File: src/rtl/uart_tx_arb.sv
// Round-robin arbiter that feeds bytes from N requesters to one UART transmitter.
// Define UART_ARB_LOCK_EN to keep the grant for a whole packet, up to the byte with req_last.
module uart_tx_arb #(
  parameter int unsigned N = 4
) (
  input  logic           CLK,
  input  logic           rst,
  input  logic [N-1:0]   req_valid,
  input  logic [8*N-1:0] req_data,
  input  logic [N-1:0]   req_last,
  output logic [N-1:0]   req_ready,
  output logic [7:0]     tx_data,
  output logic           tx_valid,
  input  logic           tx_ready,
  output logic [2:0]     grant_id,
  output logic           busy
);

  localparam int unsigned IdxW = (N > 1) ? $clog2(N) : 1;

  typedef enum logic [1:0] {
    SArb,
    SWaitBusy,
    SWaitDone,
    SHold
  } state_e;

  state_e            state_q;
  logic [IdxW-1:0]   rr_ptr_q;
  logic [IdxW-1:0]   gnt_q;
  logic [N-1:0]      req_ready_q;
  logic [7:0]        tx_data_q;
  logic              tx_valid_q;
  logic              busy_q;

  logic              arb_found;
  logic [IdxW-1:0]   arb_idx;
  logic [IdxW-1:0]   pick_idx;
  logic [7:0]        pick_byte;
  logic              issue;
  logic [IdxW-1:0]   next_ptr;

`ifdef UART_ARB_LOCK_EN
  logic              pkt_last_q;
`else
  logic              unused_last;
  assign unused_last = ^req_last;
`endif

  // Two passes: indices at/after the pointer first, then wrap around to the low indices.
  always_comb begin
    arb_found = 1'b0;
    arb_idx   = '0;
    for (int unsigned i = 0; i < N; i++) begin
      if (!arb_found && req_valid[i] && (i >= 32'(rr_ptr_q))) begin
        arb_found = 1'b1;
        arb_idx   = IdxW'(i);
      end
    end
    for (int unsigned i = 0; i < N; i++) begin
      if (!arb_found && req_valid[i]) begin
        arb_found = 1'b1;
        arb_idx   = IdxW'(i);
      end
    end
  end

  // In S_HOLD only the locked requester may send; otherwise the round-robin winner.
  always_comb begin
    pick_idx  = (state_q == SHold) ? gnt_q : arb_idx;
    pick_byte = '0;
    for (int unsigned i = 0; i < N; i++) begin
      if (pick_idx == IdxW'(i)) begin
        pick_byte = req_data[8*i +: 8];
      end
    end
  end

  always_comb begin
    issue = 1'b0;
    if (tx_ready) begin
      if (state_q == SArb) begin
        issue = arb_found;
      end else if (state_q == SHold) begin
        issue = req_valid[gnt_q];
      end
    end
  end

  assign next_ptr = (32'(gnt_q) == N - 1) ? '0 : gnt_q + IdxW'(1);

  always_ff @(posedge CLK) begin
    if (rst) begin
      state_q     <= SArb;
      rr_ptr_q    <= '0;
      gnt_q       <= '0;
      req_ready_q <= '0;
      tx_data_q   <= 8'h00;
      tx_valid_q  <= 1'b0;
      busy_q      <= 1'b0;
`ifdef UART_ARB_LOCK_EN
      pkt_last_q  <= 1'b0;
`endif
    end else begin
      tx_valid_q  <= 1'b0;
      req_ready_q <= '0;
      case (state_q)
        SArb, SHold: begin
          if (issue) begin
            gnt_q       <= pick_idx;
            tx_valid_q  <= 1'b1;
            req_ready_q <= N'(1) << pick_idx;
            tx_data_q   <= pick_byte;
            busy_q      <= 1'b1;
            state_q     <= SWaitBusy;
`ifdef UART_ARB_LOCK_EN
            pkt_last_q  <= req_last[pick_idx];
`endif
          end
        end
        // Transmitter still reports idle until it has seen the start pulse.
        SWaitBusy: begin
          if (!tx_ready) begin
            state_q <= SWaitDone;
          end
        end
        SWaitDone: begin
          if (tx_ready) begin
`ifdef UART_ARB_LOCK_EN
            if (pkt_last_q) begin
              rr_ptr_q <= next_ptr;
              busy_q   <= 1'b0;
              state_q  <= SArb;
            end else begin
              state_q  <= SHold;
            end
`else
            rr_ptr_q <= next_ptr;
            busy_q   <= 1'b0;
            state_q  <= SArb;
`endif
          end
        end
        default: state_q <= SArb;
      endcase
    end
  end

  assign req_ready = req_ready_q;
  assign tx_data   = tx_data_q;
  assign tx_valid  = tx_valid_q;
  assign grant_id  = 3'(gnt_q);
  assign busy      = busy_q;

endmodule

File: config.mk
export PLATFORM = sky130hd
export DESIGN_NAME = uart_tx_arb
export DESIGN_NICKNAME = d
export VERILOG_FILES = /design/src/rtl/uart_tx_arb.sv
export SDC_FILE = /design/constraint.sdc
export NUM_CORES = 1
export LEC_CHECK = 0
export CAP_MARGIN = 5
export CORE_MARGIN = 1.5
export CORE_UTILIZATION = 30
export CTS_CLUSTER_SIZE = 12
export DETAILED_ROUTE_END_ITERATION = 8
export GPL_TIMING_DRIVEN = 1
export PLACE_DENSITY = 0.63
export REMOVE_ABC_BUFFERS = 1
export SLEW_MARGIN = 20
export SYNTH_ARGS = -nofsm -noshare
export SYNTH_HDL_FRONTEND = slang
export SYNTH_SLANG_ARGS = --single-unit
export TNS_END_PERCENT = 1
File: constraint.sdc
create_clock -name CLK -period 2.7 [get_ports CLK]
set_input_delay 0.675 -clock CLK [delete_from_list [all_inputs] [get_ports CLK]]
set_output_delay 0.675 -clock CLK [all_outputs]
set_load 0.05 [all_outputs]
# Word-level counts from Yosys, hierarchy flattened
# Cells that the tools add are included.
dict set report classes {
  add_sub_neg 1
  order_cmp 4
  eq_ne 10
  shifts 1
  n_mux 34
  n_bitwise 2
  n_reduce_logical 27
}
# op n
set op_table {}
lappend op_table {{8-bit 2-to-1 mux} 4}
lappend op_table {{2-bit 2-to-1 mux} 11}
lappend op_table {{1-bit 2-to-1 mux} 16}
lappend op_table {{2-bit equality test, second input constant} 5}
lappend op_table {{1-bit logical AND} 10}
lappend op_table {{1-bit zero test} 7}
lappend op_table {{2-bit != test, second input constant} 3}
lappend op_table {{2-bit one-hot mux with 3 select lines} 1}
lappend op_table {{3-bit AND reduction} 2}
lappend op_table {{2-bit by 1-bit equality test with 1-bit output, second input constant} 2}
lappend op_table {{1-bit by 2-bit greater-or-equal comparator with 1-bit output, first input constant} 2}
lappend op_table {{2-bit zero test} 2}
lappend op_table {{2-bit AND reduction} 2}
lappend op_table {{2-bit OR reduction} 2}
lappend op_table {{1-bit by 2-bit << shifter with 4-bit output, first input constant} 1}
lappend op_table {{2-bit by 3-bit < comparator with 1-bit output, second input constant} 1}
lappend op_table {{3-bit OR reduction} 1}
lappend op_table {{2-bit by 1-bit adder with 2-bit output, second input constant} 1}
lappend op_table {{1-bit binary-select mux with 2-bit select} 1}
lappend op_table {{2-bit greater-or-equal comparator, first input constant} 1}
lappend op_table {{1-bit inverter} 2}
lappend op_table {{1-bit one-hot mux with 2 select lines} 1}
lappend op_table {{2-bit nonzero test} 1}
dict set report totals {
  ff_bits 20
  in_bits 43
  out_inout_bits 17
  wordCells 86
}

# Logic depth before layout (Yosys ltp)
# Gate-level depths: netlist (run 1).
dict set report depth {
  word_depth 32
  ltp_mapped 8
  ltp_nobuf 7
}

# Worst setup path after synthesis (run 1)
# No wires, ideal clock.
dict set report synth_path {
  kind {input -> register}
  from {input req_valid[2]}
  to {register tx_data_q[0] (netlist: tx_data[0])}
  setup_time_ns 0.124
  t_arrival_ns 1.977
  required_ns 2.576
  slack_ns 0.599
  cell_stages 7
  n_path_buf 2
  path_cell_list {nor2b_1 > a2111o_1 > and2_1 > buf_6 > buf_6 > a211oi_1 > o32ai_1}
}
dict set report synth_via {
  elab_chain_len 24
  elab_cells_between_ends 39
  cone_classes {eq/ne (3); mux (22); reduce/logical (14)}
}
# element line_no
set synth_lines {}
lappend synth_lines {{start: declaration} 8} ;# input logic [N-1:0] req_valid,
lappend synth_lines {{1-bit logical AND (2 in series)} 55} ;# if (!arb_found && req_valid[i] && (i >= 32'(rr_ptr_q))) begin
lappend synth_lines {{1-bit 2-to-1 mux} 55}
lappend synth_lines {{1-bit zero test} 55}
lappend synth_lines {{1-bit logical AND} 55}
lappend synth_lines {{1-bit 2-to-1 mux} 55}
lappend synth_lines {{1-bit zero test} 61} ;# if (!arb_found && req_valid[i]) begin
lappend synth_lines {{1-bit logical AND} 61}
lappend synth_lines {{1-bit 2-to-1 mux} 61}
lappend synth_lines {{[4 not listed]} n/a}
lappend synth_lines {{1-bit logical AND} 61}
lappend synth_lines {{1-bit 2-to-1 mux} 61}
lappend synth_lines {{1-bit zero test} 61}
lappend synth_lines {{1-bit logical AND} 61}
lappend synth_lines {{2-bit 2-to-1 mux} 61}
lappend synth_lines {{2-bit 2-to-1 mux} 70} ;# pick_idx = (state_q == SHold) ? gnt_q : arb_idx;
lappend synth_lines {{2-bit zero test} 73} ;# if (pick_idx == IdxW'(i)) begin
lappend synth_lines {{8-bit 2-to-1 mux (4 in series)} 73}
lappend synth_lines {{end signal: assignment} 113} ;# tx_data_q <= pick_byte;
lappend synth_lines {{end: declaration} 32} ;# logic [7:0] tx_data_q;
# Parallel ways exist; a longest one is shown, timed or not. The select of a mux whose other input is x is not followed.
# A chain may end at the register's enable or synchronous reset.

# Worst setup path in the final report (run 1)
dict set report layout_path {
  from {input req_valid[2]}
  to {register tx_data_q[6] (netlist: tx_data[6])}
}
# The elaborated chain is that of the path after synthesis.

==> impl_metrics.json, run 1 <==
{
  "status": "finished clean",
  "ctsLongestPathBuffers": 2,
  "hold_depth": 2,
  "p_sw_uw": 621,
  "crit_chain": "clkdlybuf4s50_1 > buf_4 > nor2b_1 > a2111o_1 > and2_1 > a211oi_1 > o32ai_1",
  "slowest_delay_ps": 450,
  "period_needed_ps": 2530,
  "clock-sinks": 20,
  "power_mw": 1.47,
  "grt_max_degree": 20,
  "worstRegToRegCells": 6,
  "boundaryPins": 60,
  "die_area_um2": 4630,
  "slowest_stage": "clkdlybuf4s50_1",
  "fp-row-count": 23,
  "synth_edf_count": 0,
  "start_util": 0.315,
  "p_leak_nw": 0.727,
  "die_x_um": 68.1,
  "final_cell_mix": "clkdlybuf4s50_1 (54), dfxtp_1 (20), a211oi_1 (17)",
  "synthDistinctLibCells": 32,
  "insertion_delay_ps": 250,
  "finalNonFillerCells": 251,
  "ff2ff_setup_slack_ps": 590,
  "antenna_found_initial": 0,
  "nets": 251,
  "synth-async-reset-ratio": 0,
  "min_from": "tx_data[7]$_SDFFE_PP0P_",
  "routed_wl_mm": 3.42,
  "pwr_density_cell_nw_per_um2": 747,
  "cts_max_level": 1,
  "ys_seq_area_frac": 0.315,
  "syn_area_um2": 1270,
  "fin_util": 0.489,
  "overflow": 0,
  "critPathMaxFanout": 19,
  "syn2layout_area_growth_pct": 55.2,
  "path_delay_family": "compound AO/OA/AOI/OAI gates",
  "cp_data_arrival_time_ps": 2670,
  "crit_buf_inv": 2,
  "cp_num_cells": 7,
  "gp_congestion": 0.747,
  "max_slew_margin": 0.570,
  "p_comb_frac": 0.561,
  "grt_pass1_vias": 1212,
  "grt.total_usage": 0.156,
  "placement.io_buffers": 54,
  "cts_resized": 0,
  "drv_slew": 0,
  "hold_viol_final": 0,
  "clk_pin_slew_ps": 70,
  "setup_viol": 0,
  "endpoint_kind": "flop",
  "period_share": 0.938,
  "num_vias": 1290,
  "r2r_start": "state_q[0]$_SDFFE_PP0P_",
  "drt-vias-per-instance": 5.14,
  "critPathRequiredTime_ps": 2830,
  "cts_root_buf": "clkbuf_8",
  "drive_above_1_share": 0.124,
  "max-vdd-ir-drop_v": 0.000420,
  "dp_hpwl_mm": 2.66,
  "drcViolationCount": 0,
  "tightest_slew_ps": 645,
  "synth_area_per_cell_um2": 9.20,
  "clkPwrFrac": 0.150,
  "startpoint": "req_valid[2]",
  "hold_class": "reg -> reg",
  "cts_buffers": 3,
  "antenna_left": 0,
  "path_class": "in -> reg",
  "placed_cells": 243,
  "p_sw_frac": 0.422,
  "layout_commonest_cell": "clkdlybuf4s50_1",
  "grt_pass1_wl_mm": 5.47,
  "diodes": 0,
  "fin_worst_skew_ps": 2.42,
  "fmax_mhz": 395,
  "synth-seq-cells": 20,
  "synth_flop_cell": "dfxtp_1",
  "cts_tree": "yes",
  "die_h_um": 68.1,
  "core_area_um2": 4030,
  "crit_path_start_kind": "primary input",
  "maxCapViolCount": 0,
  "tns_ps": 0,
  "seqPwrFrac": 0.289,
  "yosysWarnings": 0,
  "rsz0062_at_grt": "false",
  "dr.first_iter.drc_count": 36,
  "p_int_uw": 850,
  "synth_cells": 138,
  "dr.pass1.iters": 4,
  "wl_per_cell_um": 13.6
}
state kept, by name, indices dropped and copies added, names as in the netlist:
register / count
busy: 1
tx_valid: 1
req_ready: 4
rr_ptr_q: 2
state_q: 2
tx_data: 8
gnt_q: 2
synthesized netlist by cell type, types with 2 or more instances:
master    instances  area [um^2]
o31ai_2           2         25.0
o32ai_1           8         70.1
nor3_1            5         25.0
a211oi_1         17          128
dfxtp_1          20          400
nand2b_1          9         56.3
mux2i_1           5         50.1
buf_2             2         10.0
nor2b_1           4         25.0
buf_6             3         33.8
a21oi_1           4         20.0
ha_1              6         75.1
nand2_1           8         30.0
clkbuf_1          3         11.3
inv_1             5         18.8
a21boi_0         16          120
nor2_1            6         22.5
tightest hold or removal path: stages, from the launching register on:
cell      delay [ps]
dfxtp_1          320
nand2b_1          70
o32ai_1           70
logic make-up (layout without fill, tap and decap cells):
| family | after synthesis | count (layout) | synth area share |
|---|---|---|---|
| other cells | 1 | 1 | 0.00295 |
| flops | 20 | 20 | 0.315 |
| fa+ha+maj | 6 | 6 | 0.0591 |
| compound gates | 55 | 55 | 0.346 |
| mux | 6 | 6 | 0.0571 |
| buf+inv | 14 | 77 | 0.0640 |
| simple gates | 36 | 36 | 0.156 |
final timing paths:
check	endpoint
max	tx_data[6]$_SDFFE_PP0P_
max reg2reg	tx_data[5]$_SDFFE_PP0P_
min	tx_data[7]$_SDFFE_PP0P_
min reg2reg	tx_data[7]$_SDFFE_PP0P_
cell type report:
class                      count  area (um^2)
sequential                    20          400
fill                         397         2060
inverter                       5         18.8
timing repair buffer          68          646
tap                           50         62.6
clock buffer                   4         55.1
multi-input combinational    104          788
power groups by stage:
stage	registers, mW	clock network, mW	logic (mW)
global placement	0.429	0	0.769
floorplan	0.620	0	0.314
finish	0.426	0.221	0.825
global route	0.436	0.240	0.887
CTS	0.427	0.225	0.786
detailed placement	0.432	0	0.785
metrics by stage:
step | hold WS [ps] | setup slack (ps) | instance area, um^2
final | 505 | 166 | 1970
after global placement | 485 | -105 | 1890
after floorplan | 475 | 383 | 1210
after CTS | 505 | 110 | 1940
after detailed placement | 488 | -150 | 1890
after global routing | 526 | 33.6 | 1970
per-layer routing:
metal  part of all wire  global-route usage  routed length, um  up-vias
met5                  0                   0                  0        -
met4              0.010              0.0525                 34        0
met3              0.062              0.0345                213        2
met2               0.50               0.266               1710       42
met1               0.43               0.192               1460      599
li1                   -                   -                  -      647
what timing repair did:
item                                    4_1_cts  5_1_grt
buffers inserted                              0        4
hold buffers                                  0        0
hold endpoints to repair                      0        0
endpoints found under the setup margin        0        6
Power figures use the tool's default switching activity.
==> run 2: changes to the inputs <==
Settings changed: PLACE_DENSITY 0.63 to 0.65, SLEW_MARGIN 20 to 15.
Clock period 2.7 ns to 2.22 ns, I/O delays scaled along.
==> impl_metrics.json, run 2 (same netlist as run 1, synthesis figures left out) <==
{
  "die_h_um": 68.1,
  "clkPwrFrac": 0.147,
  "clock-sinks": 20,
  "fp-row-count": 23,
  "ctsLongestPathBuffers": 2,
  "gp_congestion": 0.746,
  "cts_tree": "yes",
  "hold_viol_final": 0,
  "dr.pass1.iters": 4,
  "p_comb_frac": 0.583,
  "cts_buffers": 3,
  "fin_util": 0.522,
  "tightest_slew_ps": 533,
  "final_cell_mix": "clkdlybuf4s50_1 (49), dfxtp_1 (20), buf_4 (17)",
  "largest_reg_flops": 8,
  "status": "finished clean",
  "p_leak_nw": 0.830,
  "cts_max_level": 1,
  "grt.total_usage": 0.174,
  "drive_above_1_share": 0.188,
  "crit_chain": "clkdlybuf4s50_1",
  "placed_cells": 248,
  "routed_wl_mm": 4.14,
  "ff2ff_setup_slack_ps": 150,
  "antenna_left": 0,
  "p_int_mw": 1.08,
  "grt_pass1_vias": 1362,
  "overflow": 0,
  "stdcell_area_um2": 2100,
  "endpoint_kind": "output pin",
  "finalNonFillerCells": 257,
  "antenna_found_initial": 0,
  "grt_max_degree": 18,
  "drcViolationCount": 0,
  "hold_class": "reg -> reg",
  "pwr_density_cell_nw_per_um2": 911,
  "critPathMaxFanout": 5,
  "diodes": 0,
  "clk_pin_slew_ps": 80,
  "insertion_delay_ps": 260,
  "fmax_mhz": 475,
  "slowest_stage": "clkdlybuf4s50_1",
  "nets": 257,
  "start_util": 0.315,
  "die_x_um": 68.1,
  "boundaryPins": 60,
  "placed_area_um2": 1940,
  "seqPwrFrac": 0.270,
  "cts_root_buf": "clkbuf_8",
  "syn2layout_area_growth_pct": 65.6,
  "wl_per_cell_um": 16.1,
  "path_delay_family": "buffers and inverters",
  "period_needed_ps": 2100,
  "slowest_delay_ps": 850,
  "num_vias": 1356,
  "drv_slew": 0,
  "fill_cells": 369,
  "dr.first_iter.drc_count": 60,
  "grt_pass1_wl_mm": 6.13,
  "cp_data_arrival_time_ps": 1550,
  "core_area_um2": 4030,
  "critPathRequiredTime_ps": 1660,
  "path_class": "reg -> out",
  "dp_hpwl_mm": 3.05,
  "max_slew_margin": 0.643,
  "maxCapViolCount": 0,
  "drt-vias-per-instance": 5.28,
  "cts_hold_buf": 0,
  "fin_worst_skew_ps": 5.71,
  "period_share": 0.947,
  "placement.io_buffers": 54,
  "p_sw_frac": 0.435,
  "setup_viol": 0,
  "crit_buf_inv": 1,
  "die_area_um2": 4630,
  "p_sw_uw": 834,
  "max-vdd-ir-drop_v": 0.000514,
  "layout_commonest_cell": "clkdlybuf4s50_1",
  "crit_path_start_kind": "flop"
}
-- run 2: cell count changes in the layout (fill, tap and decap cells not counted), sizes merged --
cell / delta
buf: +5
dlymetal6s2s: +5
clkdlybuf4s50: -5
nand2b: +1
-- run 2: power groups by stage --
stage / Combinational (mW) / Sequential [mW] / Clock (mW)
final: 1.12 / 0.518 / 0.282
after global routing: 1.19 / 0.530 / 0.302
after CTS: 1.02 / 0.518 / 0.289
after detailed placement: 1.00 / 0.524 / 0
after global placement: 0.978 / 0.517 / 0
after floorplan: 0.381 / 0.754 / 0
-- run 2: path summary, 6_finish.rpt --
kind / start / to / depth (start not counted)
max: gnt_q[1]$_SDFFE_PP0P_ / grant_id[1] / 1
min: tx_data[7]$_SDFFE_PP0P_ / tx_data[7]$_SDFFE_PP0P_ / 2
max reg2reg: state_q[0]$_SDFFE_PP0P_ / tx_data[2]$_SDFFE_PP0P_ / 7
min reg2reg: tx_data[7]$_SDFFE_PP0P_ / tx_data[7]$_SDFFE_PP0P_ / 2
-- run 2: per-layer routing --
| metal | part of all wire | track usage |
|---|---|---|
| met5 | 0 | 0 |
| met4 | 0.012 | 0.0600 |
| met3 | 0.015 | 0.0148 |
| met2 | 0.54 | 0.314 |
| met1 | 0.43 | 0.215 |
-- run 2: stage by stage --
stage / hold slack [ps] / total power [mW] / setup TNS [ps] / setup WS [ps]
final: 493 / 1.92 / 0 / 117
after global routing: 513 / 2.03 / -22.1 / -22.1
after CTS: 501 / 1.83 / 0 / 3.81
after detailed placement: 486 / 1.53 / -4000 / -332
after global placement: 477 / 1.50 / -2780 / -234
after floorplan: 475 / 1.14 / 0 / 22.9
-- run 2: repair_timing --
item | 4_1_cts | 5_1_grt
setup buffers | 1 | 3
pin swaps | 1 | 1
cloned | 0 | 1
resized for setup | 2 | 17
hold endpoints to repair | 0 | 0
endpoints found under the setup margin | 7 | 12
-- run 2: layout make-up --
cell class                 count  area (um^2)  area share
clock buffer                   4         55.1      0.0262
inverter                       5         18.8     0.00892
timing repair buffer          73          712       0.338
sequential                    20          400       0.190
multi-input combinational    105          855       0.406
tap                           50         62.6      0.0297
-- run 2: worst reg2reg max path: cells and delay by family (launching register included) --
family	cells	cell delay [ps]
and+or+nand+nor	1	210
buffers and inverters	1	180
muxes	1	270
AOI/OAI and AO/OA	3	510
adders and majority gates	1	390
DFF	1	390
==> run 3: changes to the inputs <==
Settings changed: CORE_MARGIN 1.5 to 3.
==> impl_metrics.json, run 3 (same netlist as run 1, synthesis figures left out) <==
{
  "status": "finished clean",
  "max-vdd-ir-drop_v": 0.000477,
  "drive_above_1_share": 0.173,
  "cts_max_level": 1,
  "r2r-end": "tx_data[3]$_SDFFE_PP0P_",
  "path_class": "in -> reg",
  "pwr_density_cell_nw_per_um2": 949,
  "largest_reg_flops": 8,
  "critPathRequiredTime_ps": 2370,
  "die_x_um": 71.1,
  "fmax_mhz": 466,
  "period_needed_ps": 2150,
  "layout_commonest_cell": "clkdlybuf4s50_1",
  "placement.io_buffers": 54,
  "hold_depth": 2,
  "nets": 252,
  "core_area_um2": 4030,
  "cts_root_buf": "clkbuf_8",
  "fp-row-count": 23,
  "cts_hold_buf": 0,
  "p_leak_nw": 0.780,
  "cts_buffers": 3,
  "r2r_start": "state_q[0]$_SDFFE_PP0P_",
  "diodes": 0,
  "fin_util": 0.511,
  "wl_per_cell_um": 15.6,
  "clk_pin_slew_ps": 80,
  "syn2layout_area_growth_pct": 62.3,
  "drv_slew": 0,
  "dp_hpwl_mm": 3.02,
  "hold_class": "reg -> reg",
  "boundaryPins": 60,
  "max_slew_margin": 0.649,
  "period_share": 0.967,
  "slowest_stage": "mux4_2",
  "overflow": 0,
  "antenna_left": 0,
  "grt_pass1_wl_mm": 6.63,
  "dr.pass1.iters": 4,
  "start_util": 0.315,
  "ctsLongestPathBuffers": 2,
  "drcViolationCount": 0,
  "grt.total_usage": 0.159,
  "clock-sinks": 20,
  "power_mw": 1.96,
  "hold_viol_final": 0,
  "endpoint_kind": "flop",
  "gp_congestion": 0.798,
  "fin_worst_skew_ps": 10.1,
  "dpl_worst_slack_ps": -352,
  "die_area_um2": 5050,
  "hold_end": "tx_data[4]$_SDFFE_PP0P_",
  "cts_tree": "yes",
  "grt_pass1_vias": 1449,
  "final_cell_mix": "clkdlybuf4s50_1 (50), dfxtp_1 (20), buf_4 (15)",
  "fin_ws_ps": 72.5,
  "grt_max_degree": 18,
  "setup_viol": 0,
  "crit_chain": "clkdlybuf4s50_1 > mux4_2 > a31oi_4 > nor3b_4 > buf_4 > o221a_2",
  "dr.first_iter.drc_count": 26,
  "cp_data_arrival_time_ps": 2300,
  "slowest_delay_ps": 530,
  "tightest_slew_ps": 525,
  "num_vias": 1347,
  "routed_wl_mm": 3.92,
  "antenna_found_initial": 0,
  "crit_path_start_kind": "primary input",
  "worstRegToRegCells": 7,
  "min_from": "tx_data[4]$_SDFFE_PP0P_",
  "maxCapViolCount": 0,
  "critPathMaxFanout": 4,
  "die_h_um": 71.1,
  "drt-vias-per-instance": 5.35,
  "ff2ff_setup_slack_ps": 240,
  "insertion_delay_ps": 260
}
==> run 3: cell types whose count changed in the layout (fill, tap and decap cells not counted), moves of 2 or more <==
| cell | delta |
|---|---|
| a211oi_1 | +2 |
| a211oi_2 | -2 |
| a21boi_0 | -4 |
| buf_4 | -2 |
| dlymetal6s2s_1 | -3 |
| a21boi_1 | +4 |
==> run 3: metrics by stage <==
stage	TNS (ps)	cell area, um^2	hold WS [ps]	std cells
after global placement	-2900	1930	477	247
final	0	2060	501	252
after global routing	-0.250	2060	541	252
after detailed placement	-3670	1930	485	247
after floorplan	0	1210	475	129
after CTS	0	2010	499	252
==> run 3: how the worst max path moves through the flow <==
stage / start / endpoint / slack [ps]
2_1_floorplan: req_valid[0] / tx_data[6]$_SDFFE_PP0P_ / 20
3_3_place_gp: req_valid[0] / tx_data[1]$_SDFFE_PP0P_ / -270
3_5_place_dp: req_valid[2] / tx_data[6]$_SDFFE_PP0P_ / -350
4_1_cts: req_valid[0] / tx_data[5]$_SDFFE_PP0P_ / 30
5_1_grt: req_valid[3] / tx_data[0]$_SDFFE_PP0P_ / -0.3
6_report: req_valid[3] / busy$_SDFFE_PP0P_ / 70
==> run 3: power by group <==
part / switching, mW / total [mW] / internal [mW]
sequential: 0.0705 / 0.517 / 0.446
combinational: 0.620 / 1.07 / 0.450
clock: 0.128 / 0.369 / 0.241
total: 0.819 / 1.96 / 1.14
==> run 3: final cells by class <==
type	instances	area [um^2]
Tap cell	50	62.6
Clock inverter	1	30.0
Inverter	5	18.8
Sequential cell	20	400
Fill cell	387	1970
Multi-Input combinational cell	104	841
Timing Repair Buffer	69	667
Clock buffer	3	41.3
==> run 3: repair_timing <==
item                                    4_1_cts  5_1_grt
endpoints found under the setup margin        3       10
gates resized for setup                       6       13
setup buffers                                 1        0
gates cloned                                  0        0
hold endpoints to repair                      0        0
pin swaps                                     2        2
==> run 3: layer usage <==
layer	vias to the layer above	share of wire	GRT usage
li1	647	-	-
met1	666	0.41	0.185
met2	30	0.56	0.300
met3	4	0.021	0.0142
met4	0	0.014	0.0585
met5	-	0	0
==> run 3: worst max-delay path: cells and delay by family <==
family,cells,cell delay [ps]
buffers and inverters,2,610
and+or+nand+nor,1,80
muxes,1,530
AOI/OAI and AO/OA,2,510
